### src/rtl/nono_gen_pkg.sv
// rtl/nono_gen_pkg.sv - shared types and constants for the generator launcher
package nono_gen_pkg;

    typedef enum logic [1:0] {
        ST_IDLE   = 2'd0,
        ST_LAUNCH = 2'd1,
        ST_WAIT   = 2'd2,
        ST_ABORT  = 2'd3
    } gen_state_t;

    localparam int PIXEL_W_DEFAULT = 12;
    localparam int RUN_COUNT_W     = 8;

endpackage

### src/rtl/nono_gen_launcher_btn_debounce.sv
// rtl/nono_gen_launcher_btn_debounce.sv - button synchronizer and single-pulse debouncer
module btn_debounce #(
    parameter int DEBOUNCE_CYCLES = 500_000
) (
    input  logic i_clk,
    input  logic i_resetn,
    input  logic i_btn,
    output logic o_press
);
    localparam int CNT_W = $clog2(DEBOUNCE_CYCLES + 1);
    localparam logic [CNT_W-1:0] CNT_MAX = CNT_W'(DEBOUNCE_CYCLES);
    localparam logic [CNT_W-1:0] CNT_ONE = CNT_W'(1);

    logic             r_sync1;
    logic             r_sync2;
    logic [CNT_W-1:0] r_cnt;
    logic             r_press;

    // Counter saturates at CNT_MAX so the pulse fires once per held press.
    always_ff @(posedge i_clk) begin
        if (!i_resetn) begin
            r_sync1 <= 1'b0;
            r_sync2 <= 1'b0;
            r_cnt   <= '0;
            r_press <= 1'b0;
        end else begin
            r_sync1 <= i_btn;
            r_sync2 <= r_sync1;
            r_press <= 1'b0;
            if (!r_sync2) begin
                r_cnt <= '0;
            end else if (r_cnt != CNT_MAX) begin
                r_cnt   <= r_cnt + CNT_ONE;
                r_press <= (r_cnt == CNT_MAX - CNT_ONE);
            end
        end
    end

    assign o_press = r_press;

endmodule

### src/rtl/nono_gen_launcher.sv
// rtl/nono_gen_launcher.sv - launches the nonogram generator, supervises timeout, captures result
module nono_gen_launcher
    import nono_gen_pkg::*;
#(
    parameter int DEBOUNCE_CYCLES = 500_000,
    parameter int TIMEOUT_CYCLES  = 65_536,
    parameter int PIXEL_W         = PIXEL_W_DEFAULT
) (
    input  logic                   clk_in,
    input  logic                   reset_n_in,
    input  logic                   btn_in,
    input  logic                   gen_done_in,
    input  logic [PIXEL_W-1:0]     gen_pixel_in,
    output logic                   gen_start_out,
    output logic                   gen_reset_out,
    output logic                   busy_out,
    output logic                   result_valid_out,
    output logic [PIXEL_W-1:0]     result_pixel_out,
    output logic                   timeout_out,
    output logic [RUN_COUNT_W-1:0] run_count_out
);
    localparam int WAIT_W = $clog2(TIMEOUT_CYCLES);
    localparam logic [WAIT_W-1:0] WAIT_LAST = WAIT_W'(TIMEOUT_CYCLES - 1);
    localparam logic [WAIT_W-1:0] WAIT_ONE  = WAIT_W'(1);
    localparam logic [RUN_COUNT_W-1:0] RUN_ONE = RUN_COUNT_W'(1);

    gen_state_t             r_state;
    logic                   r_pending;
    logic                   r_done_prev;
    logic [WAIT_W-1:0]      r_wait_cnt;
    logic                   r_gen_start;
    logic                   r_gen_reset;
    logic                   r_busy;
    logic                   r_result_valid;
    logic [PIXEL_W-1:0]     r_result_pixel;
    logic                   r_timeout;
    logic [RUN_COUNT_W-1:0] r_run_count;

    logic w_press;
    logic w_complete;

    btn_debounce #(
        .DEBOUNCE_CYCLES(DEBOUNCE_CYCLES)
    ) u_debounce (
        .i_clk    (clk_in),
        .i_resetn (reset_n_in),
        .i_btn    (btn_in),
        .o_press  (w_press)
    );

    // Only a fresh rising edge of done counts; a level left over from a prior run does not.
    assign w_complete = gen_done_in & ~r_done_prev;

    always_ff @(posedge clk_in) begin
        if (!reset_n_in) begin
            r_state        <= ST_IDLE;
            r_pending      <= 1'b0;
            r_done_prev    <= 1'b0;
            r_wait_cnt     <= '0;
            r_gen_start    <= 1'b0;
            r_gen_reset    <= 1'b1;
            r_busy         <= 1'b0;
            r_result_valid <= 1'b0;
            r_result_pixel <= '0;
            r_timeout      <= 1'b0;
            r_run_count    <= '0;
        end else begin
            r_done_prev    <= gen_done_in;
            r_gen_start    <= 1'b0;
            r_gen_reset    <= 1'b0;
            r_result_valid <= 1'b0;
            if (w_press && r_state != ST_IDLE) begin
                r_pending <= 1'b1;
            end
            case (r_state)
                ST_IDLE: begin
                    if (w_press || r_pending) begin
                        r_state     <= ST_LAUNCH;
                        r_pending   <= 1'b0;
                        r_gen_start <= 1'b1;
                        r_busy      <= 1'b1;
                        r_timeout   <= 1'b0;
                    end
                end
                ST_LAUNCH: begin
                    r_wait_cnt <= '0;
                    r_state    <= ST_WAIT;
                end
                ST_WAIT: begin
                    r_wait_cnt <= r_wait_cnt + WAIT_ONE;
                    if (w_complete) begin
                        r_result_pixel <= gen_pixel_in;
                        r_result_valid <= 1'b1;
                        r_run_count    <= r_run_count + RUN_ONE;
                        r_busy         <= 1'b0;
                        r_state        <= ST_IDLE;
                    end else if (r_wait_cnt == WAIT_LAST) begin
                        r_gen_reset <= 1'b1;
                        r_timeout   <= 1'b1;
                        r_state     <= ST_ABORT;
                    end
                end
                ST_ABORT: begin
                    r_busy  <= 1'b0;
                    r_state <= ST_IDLE;
                end
                default: r_state <= ST_IDLE;
            endcase
        end
    end

    assign gen_start_out    = r_gen_start;
    assign gen_reset_out    = r_gen_reset;
    assign busy_out         = r_busy;
    assign result_valid_out = r_result_valid;
    assign result_pixel_out = r_result_pixel;
    assign timeout_out      = r_timeout;
    assign run_count_out    = r_run_count;

endmodule

### config.mk
export PLATFORM = sky130hd
export DESIGN_NAME = nono_gen_launcher
export DESIGN_NICKNAME = d
export VERILOG_FILES = /design/src/rtl/nono_gen_pkg.sv /design/src/rtl/nono_gen_launcher_btn_debounce.sv /design/src/rtl/nono_gen_launcher.sv
export SDC_FILE = /design/constraint.sdc
export NUM_CORES = 1
export LEC_CHECK = 0
export ABC_AREA = 0
export CAP_MARGIN = 30
export CORE_ASPECT_RATIO = 1.2
export CORE_MARGIN = 2
export CORE_UTILIZATION = 45
export DETAILED_ROUTE_END_ITERATION = 8
export GPL_TIMING_DRIVEN = 0
export PLACE_DENSITY = 0.72
export SYNTH_ARGS = -nofsm -noshare
export SYNTH_HDL_FRONTEND = slang
export SYNTH_HIERARCHICAL = 1
export SYNTH_SLANG_ARGS = --single-unit
### constraint.sdc
create_clock -name clk_in -period 3 [get_ports clk_in]
set_input_delay 0.3 -clock clk_in [delete_from_list [all_inputs] [get_ports clk_in]]
set_output_delay 0.3 -clock clk_in [all_outputs]
set_load 0.02 [all_outputs]
Yosys cells after proc, flatten, opt, wreduce, memory -nomap -nowiden
Index checks and enable logic that the tools add are counted.

cells by class
  add/sub/neg operators = 3
  equality and inequality tests = 11
  mux-type cells = 20
  bitwise gates (word level) = 2
  reductions and logical operators = 15

operators by type and width
  operator                                                                number
  16-bit one-hot mux with 2 select lines                                  1
  19-bit by 1-bit adder with 19-bit output (second input constant)        1
  19-bit equality test (second input constant)                            1
  19-bit inequality test (second input constant)                          1
  16-bit by 1-bit adder with 16-bit output (second input constant)        1
  16-bit equality test (second input constant)                            1
  1-bit two-way mux                                                       13
  2-bit AND reduction                                                     5
  8-bit by 1-bit adder with 8-bit output (second input constant)          1
  2-bit inequality test (second input constant)                           4
  2-bit one-hot mux with 4 select lines                                   1
  2-bit two-way mux                                                       3
  3-bit AND reduction                                                     2
  2-bit nonzero test                                                      3
  2-bit equality test (second input constant)                             2
  4-bit AND reduction                                                     1
  3-bit inequality test (second input constant)                           1
  1-bit one-hot mux with 3 select lines                                   1
  3-bit nonzero test                                                      1
  2-bit by 1-bit equality test with 1-bit output (second input constant)  1
  2-bit zero test                                                         1
  1-bit one-hot mux with 2 select lines                                   1
  1-bit bitwise AND                                                       1
  1-bit logical AND                                                       1
  other kinds (2)                                                         2

storage, ports and cells
  register bits = 67
  input bits = 16
  output and inout bits = 25

Longest topological paths before layout
Gate-level depths: netlist (run 1).

  depth after elaboration = 5
  mapped depth = 8

By module
The synthesis (run 1) kept the hierarchy.

by module, submodules not included
  module             instances  cells an instance  area an instance (um2)
  nono_gen_launcher  1          219                1944.4
  btn_debounce       1          111                1047.3

Worst setup path before layout (run 1)
Ideal clock, no wire load.

  kind = register -> register
  start = register r_state[1]
  end = register r_wait_cnt[9]
  library setup time = 128 ps
  arrival = 1846 ps
  slack = 1026 ps
  cell stages (with the launch flop) = 8
  cells stage by stage = dfxtp_1 -> inv_1 -> ha_1 -> and4_1 -> buf_2 -> or4b_2 -> xnor2_1 -> nor2_1

between the ends
  word-level cells in the longest chain between the ends = 2

ends and longest elaborated chain
  what                                                                                   line                     source
  start, declared                                                                        nono_gen_launcher.sv:27  gen_state_t r_state;
  start signal, assigned                                                                 nono_gen_launcher.sv:56  r_state <= ST_IDLE;
  start signal, assigned                                                                 nono_gen_launcher.sv:78  r_state <= ST_LAUNCH;
  start signal, assigned                                                                 nono_gen_launcher.sv:87  r_state <= ST_WAIT;
  2-bit equality test or 2-bit by 1-bit equality test with 1-bit output (tied branches)  nono_gen_launcher.sv:75  case (r_state)
  16-bit one-hot mux with 2 select lines or 2-bit nonzero test (tied branches)           --
  end signal, assigned                                                                   nono_gen_launcher.sv:90  r_wait_cnt <= r_wait_cnt + WAIT_ONE;
  end, declared                                                                          nono_gen_launcher.sv:30  logic [WAIT_W-1:0] r_wait_cnt;

Several ways; a longest one is shown, not always the timed one.
A chain may end at the register's enable or synchronous reset.

Worst setup path after layout (run 1)
Same ends and word-level chain as after synthesis.

==> flow_summary.toml, run 1 <==
[outcome]
status = "complete, no violations"

[yosys]
synthMostInstantiatedCell = "dfxtp_1"
async_reset_ff_share_pct = 0
syn-num-nets = 354
syn_area_um2 = 2990
synth_edf_count = 0
netlist_instances = 330
ys_ff_latch = 67
yosysTopAreaCell = "dfxtp_1"
synth.distinct_cells = 51
avgSynthCellArea_um2 = 9.07
synth.top_cells.by_count = "dfxtp_1, nand2_1, nor2_1, a21boi_0, xnor2_1"
synth_ff_type = "dfxtp_1"
synth_top_area_share_pct = 44.8
synth.top_cells.by_area = "dfxtp_1, nand2_1, xnor2_1"
yosys_warnings = 6
synth_seq_area_share_pct = 44.8

[sta]
finalHoldViolCount = 0
setup_viol = 0
relSlewSlack_pct = 51.9
period_minus_slack_ns = 2.13
drv_slew = 0
tns_ns = 0
fin_worst_skew_ns = 0.00624
max_freq_mhz = 469
tightest_slew_ns = 0.715
finalCritPeriodShare_pct = 71.1
grt_setup_unrepaired = "no"
fin_ws_ns = 0.868

[clock_tree]
ctsHoldBuffers = 0
clk_path_buf_depth = 2
cts_inserted_buffers = 9
htree_levels = 3
cts.sinks = 67
cts_setup_buffers = 0
clk_latency_ns = 0.35
clkTransAtPathRegs_ns = 0.07
cts_root_buf = "clkbuf_8"
cts_tree = "done"
cts_resized = 0

[hold_path]
hold_class = "flop to flop"
hp-start = "u_debounce/r_sync1$_SDFF_PN0_"

[drt]
wirelength_um = 5980
drtAntennaViolNets = 0
drtIter0Drc = 78
drc = 0
drt-pass1-iter-count = 4
wl_per_cell_um = 12.7
routed_via_density = 5.20
num_vias = 2442

[power]
swShare_pct = 22.2
powerDensity_nw_per_um2 = 480
p_int_mw = 1.38
peakVddDrop_mv = 0.390
power_mw = 1.77
p_sw_uw = 394
power.leakage_nw = 1.29
sequentialPowerShare_pct = 51.3
power_frac_clock_pct = 42.0
power_frac_comb_pct = 6.6

[cells_and_area]
syn2layout_area_growth_pct = 23.4
layout-drive-gt1-share_pct = 7.53
fin_nets = 405
fin_util_pct = 57.3
diodes = 0

[floorplan]
core_area_um2 = 6450
pin_count = 41
row_count = 32
die_y_um = 93.3
die-area_um2 = 7320
die_w_um = 78.4
initial_core_util_pct = 46.4

[global_route]
grt_usage_pct = 18.7
grt_pass1_vias = 2348
grt_pass1_wl_um = 10800
antenna_found_initial = 0
grt_start_max_net_pins = 13
grt_overflow = 0

[worst_setup_path]
r2r_start = "r_state[1]$_SDFFE_PN0P_"
crit_type = "flop to flop"
arrival_ns = 2.36
critPathCaptureType = "flop"
cp-start-kind = "flop"
critPathRequiredTime_ns = 3.22
cp_max_fo = 6
crit_start = "r_state[1]$_SDFFE_PN0P_"

[flow_run]
maxCapViolCount = 0

[placed_design]
io_buffers = 40
gp_congestion = 0.804
dp_worst_setup_slack_ns = 0.779
dpl.hpwl_um = 4340
-- kinds of logic (layout without fill, tap and decap cells) --
family          Yosys count  count (layout)  synth area share, %
buf+inv                  25              80                 3.26
fa+ha+maj                 8               8                 3.35
simple gates            153             153                 29.4
xor+xnor                 27              27                 7.90
flops                    67              67                 44.8
compound gates           50              50                 11.3
-- state kept, by name, indices dropped and copies added, names as in the netlist, 2 cells and up --
signal,cells
r_wait_cnt,16
u_debounce/r_cnt,19
r_state,2
run_count_out,8
result_pixel_out,12
-- layout make-up --
| cell class | instances | area, µm² |
|---|---|---|
| tap | 85 | 106 |
| multi-input combinational | 238 | 1550 |
| clock inverter | 2 | 35.0 |
| buffer | 13 | 52.6 |
| clock buffer | 13 | 159 |
| inverter | 12 | 45.0 |
| sequential | 67 | 1340 |
| fill | 558 | 2750 |
| timing repair buffer | 40 | 400 |
-- placed cells by master (no fill, tap or decap), types with 4 or more instances in the layout --
cell type,Yosys,final
nand4_1,12,12
nor4_1,6,6
o2111ai_1,4,4
xor2_1,12,12
ha_1,8,8
and4_1,4,4
dfxtp_1,67,67
xnor2_1,15,15
o21ai_0,7,7
nor2_1,23,23
o31ai_1,4,4
clkbuf_1,9,11
or3_1,4,4
nand2_1,44,44
or4_1,5,5
clkbuf_8,0,11
and2_1,13,13
a21boi_0,16,16
nor3_1,5,5
a21oi_1,10,10
inv_1,12,12
nand3_1,13,13
clkdlybuf4s50_1,0,40
-- through the flow --
stage	hold slack (ns)	std cells	area, µm²
after floorplan	0.412	330	2990
after global placement	0.418	455	3500
after CTS	0.467	470	3690
after global routing	0.475	470	3690
final	0.462	470	3690
after detailed placement	0.447	455	3500
-- path summary, 6_finish.rpt --
| check | endpoint | slack [ns] | cells after the start |
|---|---|---|---|
| hold reg to reg | u_debounce/r_sync2$_SDFF_PN0_ | 0.46 | 1 |
| hold / removal | u_debounce/r_sync2$_SDFF_PN0_ | 0.46 | 1 |
| setup / recovery | r_wait_cnt[9]$_SDFFE_PN0P_ | 0.87 | 7 |
| setup reg to reg | r_wait_cnt[9]$_SDFFE_PN0P_ | 0.87 | 7 |
-- worst max-delay path, stage by stage, from the launching register on --
cell and delay, ns:
dfxtp_1 0.42, inv_1 0.09, ha_1 0.36, and4_1 0.18, buf_2 0.15, or4b_2 0.60, xnor2_1 0.15, nor2_1 0.05
-- per-layer routing --
| layer | global-route usage [%] | up-vias | wire [µm] |
|---|---|---|---|
| met5 | 0 | - | 0 |
| met4 | 9.21 | 0 | 121 |
| met3 | 4.34 | 10 | 155 |
| met2 | 31.2 | 33 | 3000 |
| met1 | 22.6 | 1138 | 2700 |
| li1 | - | 1261 | - |
-- power groups by stage --
stage | combinational [mW] | clock, mW | sequential (mW)
after global routing | 0.133 | 0.802 | 0.910
after global placement | 0.116 | 0 | 0.929
final | 0.118 | 0.744 | 0.909
after CTS | 0.119 | 0.762 | 0.909
after detailed placement | 0.118 | 0 | 0.929
after floorplan | 0.0609 | 0 | 0.934
No activity file was read; power rests on OpenSTA's default activity.
==> run 2: changes to the inputs <==
--- a/config.mk
+++ b/config.mk
@@ -12,7 +12,7 @@
 export CORE_UTILIZATION = 45
 export DETAILED_ROUTE_END_ITERATION = 8
 export GPL_TIMING_DRIVEN = 0
-export PLACE_DENSITY = 0.72
+export PLACE_DENSITY = 0.74
 export SYNTH_ARGS = -nofsm -noshare
 export SYNTH_HDL_FRONTEND = slang
 export SYNTH_HIERARCHICAL = 1
==> constraint.sdc (replaced) <==
create_clock -name clk_in -period 1.8 [get_ports clk_in]
set_input_delay 0.18 -clock clk_in [delete_from_list [all_inputs] [get_ports clk_in]]
set_output_delay 0.18 -clock clk_in [all_outputs]
set_load 0.02 [all_outputs]
==> flow_summary.toml, run 2 (synthesis results as in run 1) <==
[outcome]
status = "complete, no violations"

[placed_design]
dpl.hpwl_um = 4410
placed_cells = 455
gp_congestion = 0.787
io_buffers = 40
dp_worst_setup_slack_ns = -0.354

[drt]
wirelength_um = 6350
drtIter0Drc = 99
wl_per_cell_um = 13.2
num_vias = 2499
routed_via_density = 5.21
drtAntennaViolNets = 0
drt-pass1-iter-count = 4
drc = 0

[global_route]
grt_overflow = 0
antenna_found_initial = 0
grt_pass1_wl_um = 10900
grt_start_max_net_pins = 14
grt_pass1_vias = 2407
grt_usage_pct = 18.7

[floorplan]
initial_core_util_pct = 46.4
die-area_um2 = 7320
row_count = 32
pin_count = 41
core_area_um2 = 6450
die_w_um = 78.4
die_y_um = 93.3

[hold_path]
hold_depth = 3
hold_class = "input port to flop"

[sta]
tns_ns = 0
fin_worst_skew_ns = 0.0109
finalCritPeriodShare_pct = 98.9
drv_slew = 0
relSlewSlack_pct = 65.5
finalHoldViolCount = 0
setup_viol = 0
period_minus_slack_ns = 1.78
tightest_slew_ns = 0.513
max_freq_mhz = 562
fin_ws_ns = 0.0199
grt_setup_unrepaired = "yes"

[cells_and_area]
layout-drive-gt1-share_pct = 14.2
instances_no_fill = 480
final_cell_mix = "dfxtp_1, nand2_1, clkdlybuf4s50_1"
fillers = 543
layout_commonest_cell = "dfxtp_1"
multi_input_area_um2 = 1600
fin_nets = 414
seqCellArea_um2 = 1350
regMostFlops = "u_debounce/r_cnt"
syn2layout_area_growth_pct = 29.0
largest_reg_flops = 19
diodes = 0

[clock_tree]
cts.sinks = 67
clk_path_buf_depth = 2
cts_root_buf = "clkbuf_8"
cts_inserted_buffers = 9
clk_latency_ns = 0.35
cts_tree = "done"
clkTransAtPathRegs_ns = 0.08
htree_levels = 3

[power]
powerDensity_nw_per_um2 = 819
power_frac_clock_pct = 44.4
power_mw = 3.16
p_int_mw = 2.41
p_sw_uw = 748
swShare_pct = 23.7
power.leakage_nw = 1.38
sequentialPowerShare_pct = 48.0
peakVddDrop_mv = 0.556
power_frac_comb_pct = 7.7

[worst_setup_path]
cp-start-kind = "flop"
cp_max_fo = 5
cp_num_buf_inv = 2
critPathMaxStageDelay_ns = 0.47
crit_type = "flop to flop"
cp.depth = 7
critPathRequiredTime_ns = 2.03
slowest_stage = "or4b_4"
arrival_ns = 2.01
crit_family = "simple AND/OR/NAND/NOR gates"
critPathCaptureType = "flop"
path_cells = "inv_2 -> ha_4 -> and4_1 -> buf_6 -> or4b_4 -> xnor2_2 -> nor2_1"
reg2regPathDepth = 7

[flow_run]
maxCapViolCount = 0
## run 2: changes by cell type in the layout (fill, tap and decap cells not counted), sizes merged
cell / before / now
buf: 4 / 14
bufinv: 1 / 2
clkbuf: 22 / 17
clkinv: 1 / 2
clkinvlp: 0 / 2
inv: 12 / 13
## run 2: power groups by stage
stage / Combinational (mW) / Sequential (mW) / Clock [mW]
2_1_floorplan: 0.114 / 1.56 / 0
3_3_place_gp: 0.207 / 1.55 / 0
3_5_place_dp: 0.210 / 1.55 / 0
4_1_cts: 0.212 / 1.52 / 1.43
5_1_grt: 0.269 / 1.52 / 1.51
6_report: 0.242 / 1.52 / 1.40
## run 2: final timing paths
path	start	endpoint	slack [ns]
worst max register to register	r_state[0]$_SDFFE_PN0P_	r_wait_cnt[9]$_SDFFE_PN0P_	0.02
worst min-delay path	gen_pixel_in[4]	result_pixel_out[4]$_SDFFE_PN0P_	0.39
worst max-delay path	r_state[0]$_SDFFE_PN0P_	r_wait_cnt[9]$_SDFFE_PN0P_	0.02
worst min register to register	u_debounce/r_sync1$_SDFF_PN0_	u_debounce/r_sync2$_SDFF_PN0_	0.44
## run 2: metal layers
layer  GRT usage, %  vias up  wire length (µm)
li1               -     1276                 -
met1           22.6     1186              2890
met2           31.0       26              3180
met3           5.02       11               167
met4           8.33        0               108
met5              0        -                 0
## run 2: layout make-up
class                   count  share of cell area [%]
clock buffers               9                    3.21
repair buffers             50                    12.3
multi-input cells         238                    41.5
inverters                  12                    1.17
well taps                  85                    2.76
plain buffers              12                    1.52
flip-flops and latches     67                    34.9
clock inverters             7                    2.63
## run 2: worst reg2reg max path, cell delays in order, from the launching register on
cell and delay (ns):
dfxtp_2 0.36, inv_2 0.07, ha_4 0.27, and4_1 0.18, buf_6 0.12, or4b_4 0.48
xnor2_2 0.14, nor2_1 0.06
## run 2: metrics by stage
stage | utilization [%] | instance area, µm² | hold WS, ns
floorplan | - | 3010 | 0.302
global placement | 54.6 | 3520 | 0.419
detailed placement | 54.6 | 3520 | 0.424
CTS | 58.6 | 3770 | 0.379
global route | 59.9 | 3860 | 0.382
finish | 59.9 | 3860 | 0.389
## run 2: what timing repair did
action / in CTS / in global routing
setup endpoints to repair: 25 / 37
pin swaps: 1 / 6
gates cloned: 0 / 0
resized for setup: 5 / 11
buffers inserted: 3 / 7
hold buffers: 0 / 0
==> patch 1 (flow settings as in run 2) <==
`DEBOUNCE_CYCLES` is set to 500_000 in 2 places; all go to 2_000_000.
--- a/src/rtl/nono_gen_launcher_btn_debounce.sv
+++ b/src/rtl/nono_gen_launcher_btn_debounce.sv
@@ -2,3 +2,3 @@
 module btn_debounce #(
-    parameter int DEBOUNCE_CYCLES = 500_000
+    parameter int DEBOUNCE_CYCLES = 2_000_000
 ) (
--- a/src/rtl/nono_gen_launcher.sv
+++ b/src/rtl/nono_gen_launcher.sv
@@ -4,3 +4,3 @@
 #(
-    parameter int DEBOUNCE_CYCLES = 500_000,
+    parameter int DEBOUNCE_CYCLES = 2_000_000,
     parameter int TIMEOUT_CYCLES  = 65_536,
Formal check against the unedited RTL: same outputs for any inputs over 10 cycles, from zero or initial values and one cycle with reset_n_in low; that may be too few to reach the edited logic, so the function may still have changed.
==> patch 1 against run 2 <==
Area after synthesis rose by 3.7%. Design area rose by 1.5%. Setup slack improved by 0.041 ns. Wire length rose by 2.8%. Critical path depth did not move. Synthesized cell count rose by 5.8%. Final cell count rose by 4.6%. Sequential cell count rose by 2. Hold slack got worse by 0.0034 ns. Power fell by 7.4%. First-iteration DRC count fell by 17%.
==> patch 1: results (changes against run 2) <==
CP top delay family=simple AND/OR/NAND/NOR gates (unchanged); yosys warns=6 (unchanged); Detail Placement HPWL=4.59 mm (was 4.41 mm); Synth cell types=47 (was 51); Seq/Total Area, Yosys=0.445 (was 0.448); share of cells above drive strength 1=0.137 (was 0.142); drt total wl=6.53 mm (was 6.35 mm); Hold Crit Class=in -> reg (unchanged); gr usage total=0.186 (was 0.187); synth top area cells=dfxtp_1, nand2_1, xor2_1 (was dfxtp_1, nand2_1, xnor2_1); largest reg by FF count=u_debounce/r_cnt (unchanged); nets=434 (was 414); Clock transition at path regs=0.08 ns (about the same); worst vdd ir=0.000416 V (was 0.000556 V); GR met2 Demand/Resource=0.318 (was 0.310); antenna viol nets, final=0 (unchanged); Least-Margin Pin Slew=0.473 ns (was 0.513 ns); status=completed (unchanged); initial antenna violation count=0 (unchanged); clock buffer count from CTS=9 (unchanged); GPL Wtd Cong=0.851 (was 0.787); Max stage delay on crit path=0.47 ns (about the same); Initial DRC Count=82 (was 99); share of synthesized registers carrying an async set or reset=0 (unchanged); Port Buf Inserts=40 (unchanged); critical-path maximum fanout=4 (was 5); htree depth=3 (unchanged); crit path max-delay cell type=or4b_4 (unchanged); Synth top cells by count=dfxtp_1, nand2_1, nor2_1 (was dfxtp_1, nand2_1, nor2_1, a21boi_0, xnor2_1); vias per cell=5.15 (was 5.21); Clock Path Buffers=2 (unchanged); sw power=0.757 mW (was 0.748 mW); largest net degree at the start of global routing=14 (unchanged); Root Buffer Master=clkbuf_8 (unchanged); DP Area=3630 µm² (was 3520 µm²); met3 Use GR=0.0440 (was 0.0502); Fin Clk Skew=0.0121 ns (was 0.0109 ns); met1 Use GR=0.223 (was 0.226); drt first pass iters=4 (unchanged); Clock Latency Late Sink=roughly 0.34 ns; Leak=1.39 nW (was 1.38 nW); fillers=617 (was 543); number of diodes=0 (unchanged); first-pass GRT wire length=11.0 mm (was 10.9 mm); max FFs per register=21 (was 19); vias in the first global route=2413 (was 2407); post-synth net total=373 (was 354)
-- patch 1: worst paths after layout --
check	startpoint	to	slack, ns	cells after the start
worst max-delay path	r_state[1]	r_wait_cnt[9]	0.06	7
worst min-delay path	gen_pixel_in[9]	result_pixel_out[9]	0.39	3
worst max register to register	r_state[1]	r_wait_cnt[9]	0.06	7
worst min register to register	u_debounce/r_sync1	u_debounce/r_sync2	0.45	1
-- patch 1: cells by family (layout without fill, tap and decap cells) --
group                    Yosys count  in the layout  share of synthesized area
AO/OA/AOI/OAI                     55             55                      0.112
AND/OR/NAND/NOR                  161            161                      0.292
adder cells (fa/ha/maj)            8              8                     0.0323
XOR/XNOR                          27             27                     0.0762
flip-flops                        69             69                      0.445
multiplexers                       1              1                    0.00323
buffers and inverters             28             94                     0.0395
-- patch 1: power groups by stage --
stage / logic [mW] / registers [mW] / clock network, mW
6_report: 0.232 / 1.55 / 1.14
5_1_grt: 0.259 / 1.56 / 1.25
4_1_cts: 0.222 / 1.55 / 1.17
3_5_place_dp: 0.207 / 1.60 / 0
3_3_place_gp: 0.204 / 1.59 / 0
2_1_floorplan: 0.115 / 1.60 / 0
-- patch 1: repair_timing --
item,4_1_cts,5_1_grt
buffers inserted,4,7
setup endpoints to repair,26,22
pin swaps,1,3
gates resized for setup,6,7
-- patch 1: layout make-up --
type                       instances  area [µm²]  share of cell area
multi-input combinational        252        1630               0.417
sequential                        69        1390               0.354
timing repair buffer              51         483               0.123
clock buffer                      10         128              0.0326
tap                               87         109              0.0278
buffer                            14        78.8              0.0201
inverter                          13        51.3              0.0131
clock inverter                     6        47.5              0.0121
-- patch 1: worst register-to-register path, cell delays in order, from the launching register on --
cell,delay (ns)
dfxtp_4,0.37
inv_4,0.04
ha_4,0.26
and4_1,0.19
buf_6,0.12
or4b_4,0.47
xnor2_2,0.14
nor2_1,0.09
-- patch 1: metrics by stage --
stage	utilization	setup WS [ns]	cells	total power [mW]
finish	0.578	0.0608	502	2.93
global route	0.578	-0.0389	502	3.06
CTS	0.568	0.00256	495	2.95
detailed placement	0.536	-0.218	476	1.80
global placement	0.536	-0.168	476	1.80
floorplan	-	0.0663	349	1.72
-- patch 1: per-layer routing --
metal,vias up,part of all wire
met1,1209,0.45
met3,9,0.027
met4,0,0.017
met5,-,0
met2,28,0.50
li1,1338,-
==> patch 2 (config.mk and constraints of run 2) <==
Made on the original files. Reset style: asynchronous (`i_resetn` and `reset_n_in`), changed in 2 clocked blocks.
--- a/src/rtl/nono_gen_launcher_btn_debounce.sv
+++ b/src/rtl/nono_gen_launcher_btn_debounce.sv
@@ -19,3 +19,3 @@
     // Counter saturates at CNT_MAX so the pulse fires once per held press.
-    always_ff @(posedge i_clk) begin
+    always_ff @(posedge i_clk or negedge i_resetn) begin
         if (!i_resetn) begin
--- a/src/rtl/nono_gen_launcher.sv
+++ b/src/rtl/nono_gen_launcher.sv
@@ -53,3 +53,3 @@
 
-    always_ff @(posedge clk_in) begin
+    always_ff @(posedge clk_in or negedge reset_n_in) begin
         if (!reset_n_in) begin
Formal check against the unedited RTL: differs if reset_n_in is asserted again (counterexample within 4 cycles, from zero or initial values and one cycle with reset_n_in low); with reset_n_in held inactive, the same outputs for 10 cycles.
==> patch 2 against run 2 <==
The run now ends with setup timing left. Wire length increased by 0.52%. Design area increased by 5.4%. Die area increased by 4.8%. Setup slack got worse by 0.075 ns. Hold slack got worse by 0.12 ns. Sequential cell count unchanged. Sequential share of layout area increased by 6.5 points. Count of clock-buffer cells in the layout increased by 1. Area after synthesis increased by 5.1%.
Power is not compared: it rests on default switching activity, and its combinational part moved more than twofold at a synthesized area within 25%.
==> patch 2: results (changes against run 2) <==
status=complete, but fails checks (was completed); failing checks=setup timing; largest net degree at the start of global routing=68 (was 14); Max stage delay on crit path=0.43 ns (was 0.47 ns); Detail Placement HPWL=4.20 mm (was 4.41 mm); Final Non-Filler Cells=478 (was 480); Worst R2R Path Depth=6 (was 7); Final Cell Area=4070 µm² (was 3860 µm²); DP Area=3680 µm² (was 3520 µm²); Slew HR=0.448 (was 0.655); Place WS=-0.200 ns (was -0.354 ns); Clock Path Buffers=2 (unchanged); reg2reg start=r_state[0] (unchanged); WL met2=3.27 mm (was 3.18 mm); hold_ws=0.267 ns (was 0.389 ns); share of synthesized registers carrying an async set or reset=1.00 (was 0); Seq/Total Area, Yosys=0.534 (was 0.448); initial antenna violation count=0 (unchanged); GPL Wtd Cong=0.805 (was 0.787); Synth top cells by count=dfrtp_1, nand2_1, nor2_1, nand3_1, xnor2_1 (was dfxtp_1, nand2_1, nor2_1, a21boi_0, xnor2_1); Synth cell types=40 (was 51); vias in the first global route=2394 (was 2407); HP Start=btn_in (was gen_pixel_in[4]); DR WL/cell=13.4 µm (was 13.2 µm); worst hold endpoint=u_debounce/r_sync1 (was result_pixel_out[4]); Clock transition at path regs=around 0.070 ns; share of cells above drive strength 1=0.161 (was 0.142); Worst EP arrival=2.14 ns (was 2.01 ns); Initial DRC Count=117 (was 99); nets=411 (was 414); Placed Cells=448 (was 455); fillers=578 (was 543); critical-path maximum fanout=4 (was 5); gr usage total=0.180 (was 0.187); Routed met1 length=2.80 mm (was 2.89 mm); # setup viols final=1 (was 0); post-synth net total=346 (was 354); clock power share=0.468; first-pass GRT wire length=10.7 mm (was 10.9 mm); setup ws final=-0.0547 ns (was 0.0199 ns); Via Count=2497 (was 2499); Met3 Wirelength=193 µm (was 167 µm); crit path max-delay cell type=or4_4 (was or4b_4); Fin Clk Skew=0.00480 ns (was 0.0109 ns); Syn Inst Count=321 (was 330); Hold Path Depth=1 (was 3); CP endpoint=r_wait_cnt[15] (was r_wait_cnt[9]); synth top area cells=dfrtp_1, nand2_1, xnor2_1 (was dfxtp_1, nand2_1, xnor2_1)
-- patch 2: cell types whose count changed in the layout (fill, tap and decap cells not counted), moves of 5 or more --
cell      change
a21boi_0     -16
and2_1       -12
buf_4         +5
dfrtp_1      +62
dfxtp_1      -65
nand2_1      +21
nand4_1       -5
o21ai_0       +5
-- patch 2: logic make-up (layout without fill, tap and decap cells) --
| group | Yosys count | after routing | share of synthesized area |
|---|---|---|---|
| compound gates | 31 | 31 | 0.0581 |
| xor+xnor | 25 | 25 | 0.0697 |
| fa+ha+maj | 9 | 9 | 0.0358 |
| buf+inv | 24 | 94 | 0.0299 |
| flops | 67 | 67 | 0.534 |
| mux | 4 | 4 | 0.0127 |
| simple gates | 161 | 161 | 0.260 |
-- patch 2: worst register-to-register path: cells and delay by family, from the launching register on --
| family | cells | cell delay [ns] |
|---|---|---|
| DFF | 1 | 0.38 |
| AOI/OAI and AO/OA | 1 | 0.14 |
| and+or+nand+nor | 3 | 0.92 |
| buffers and inverters | 1 | 0.07 |
| adders and majority gates | 1 | 0.28 |
-- patch 2: timing repair --
item | 4_1_cts | 5_1_grt
hold buffers | 1 | 0
gates resized for setup | 3 | 21
endpoints found under the hold margin | 66 | 0
pin swaps | 4 | 3
buffers inserted | 9 | 5
endpoints found under the setup margin | 25 | 30
-- patch 2: cell type report --
type | instances | area share
well taps | 87 | 0.0268
plain buffers | 8 | 0.00954
clock inverters | 6 | 0.0218
flip-flops and latches | 67 | 0.414
multi-input cells | 230 | 0.354
clock buffers | 10 | 0.0338
repair buffers | 55 | 0.126
inverters | 15 | 0.0138
-- patch 2: routing by layer --
layer / vias to the layer above / track usage
met3: 12 / 0.0350
met5: - / 0
met1: 1213 / 0.217
li1: 1228 / -
met4: 0 / 0.0847
met2: 44 / 0.308
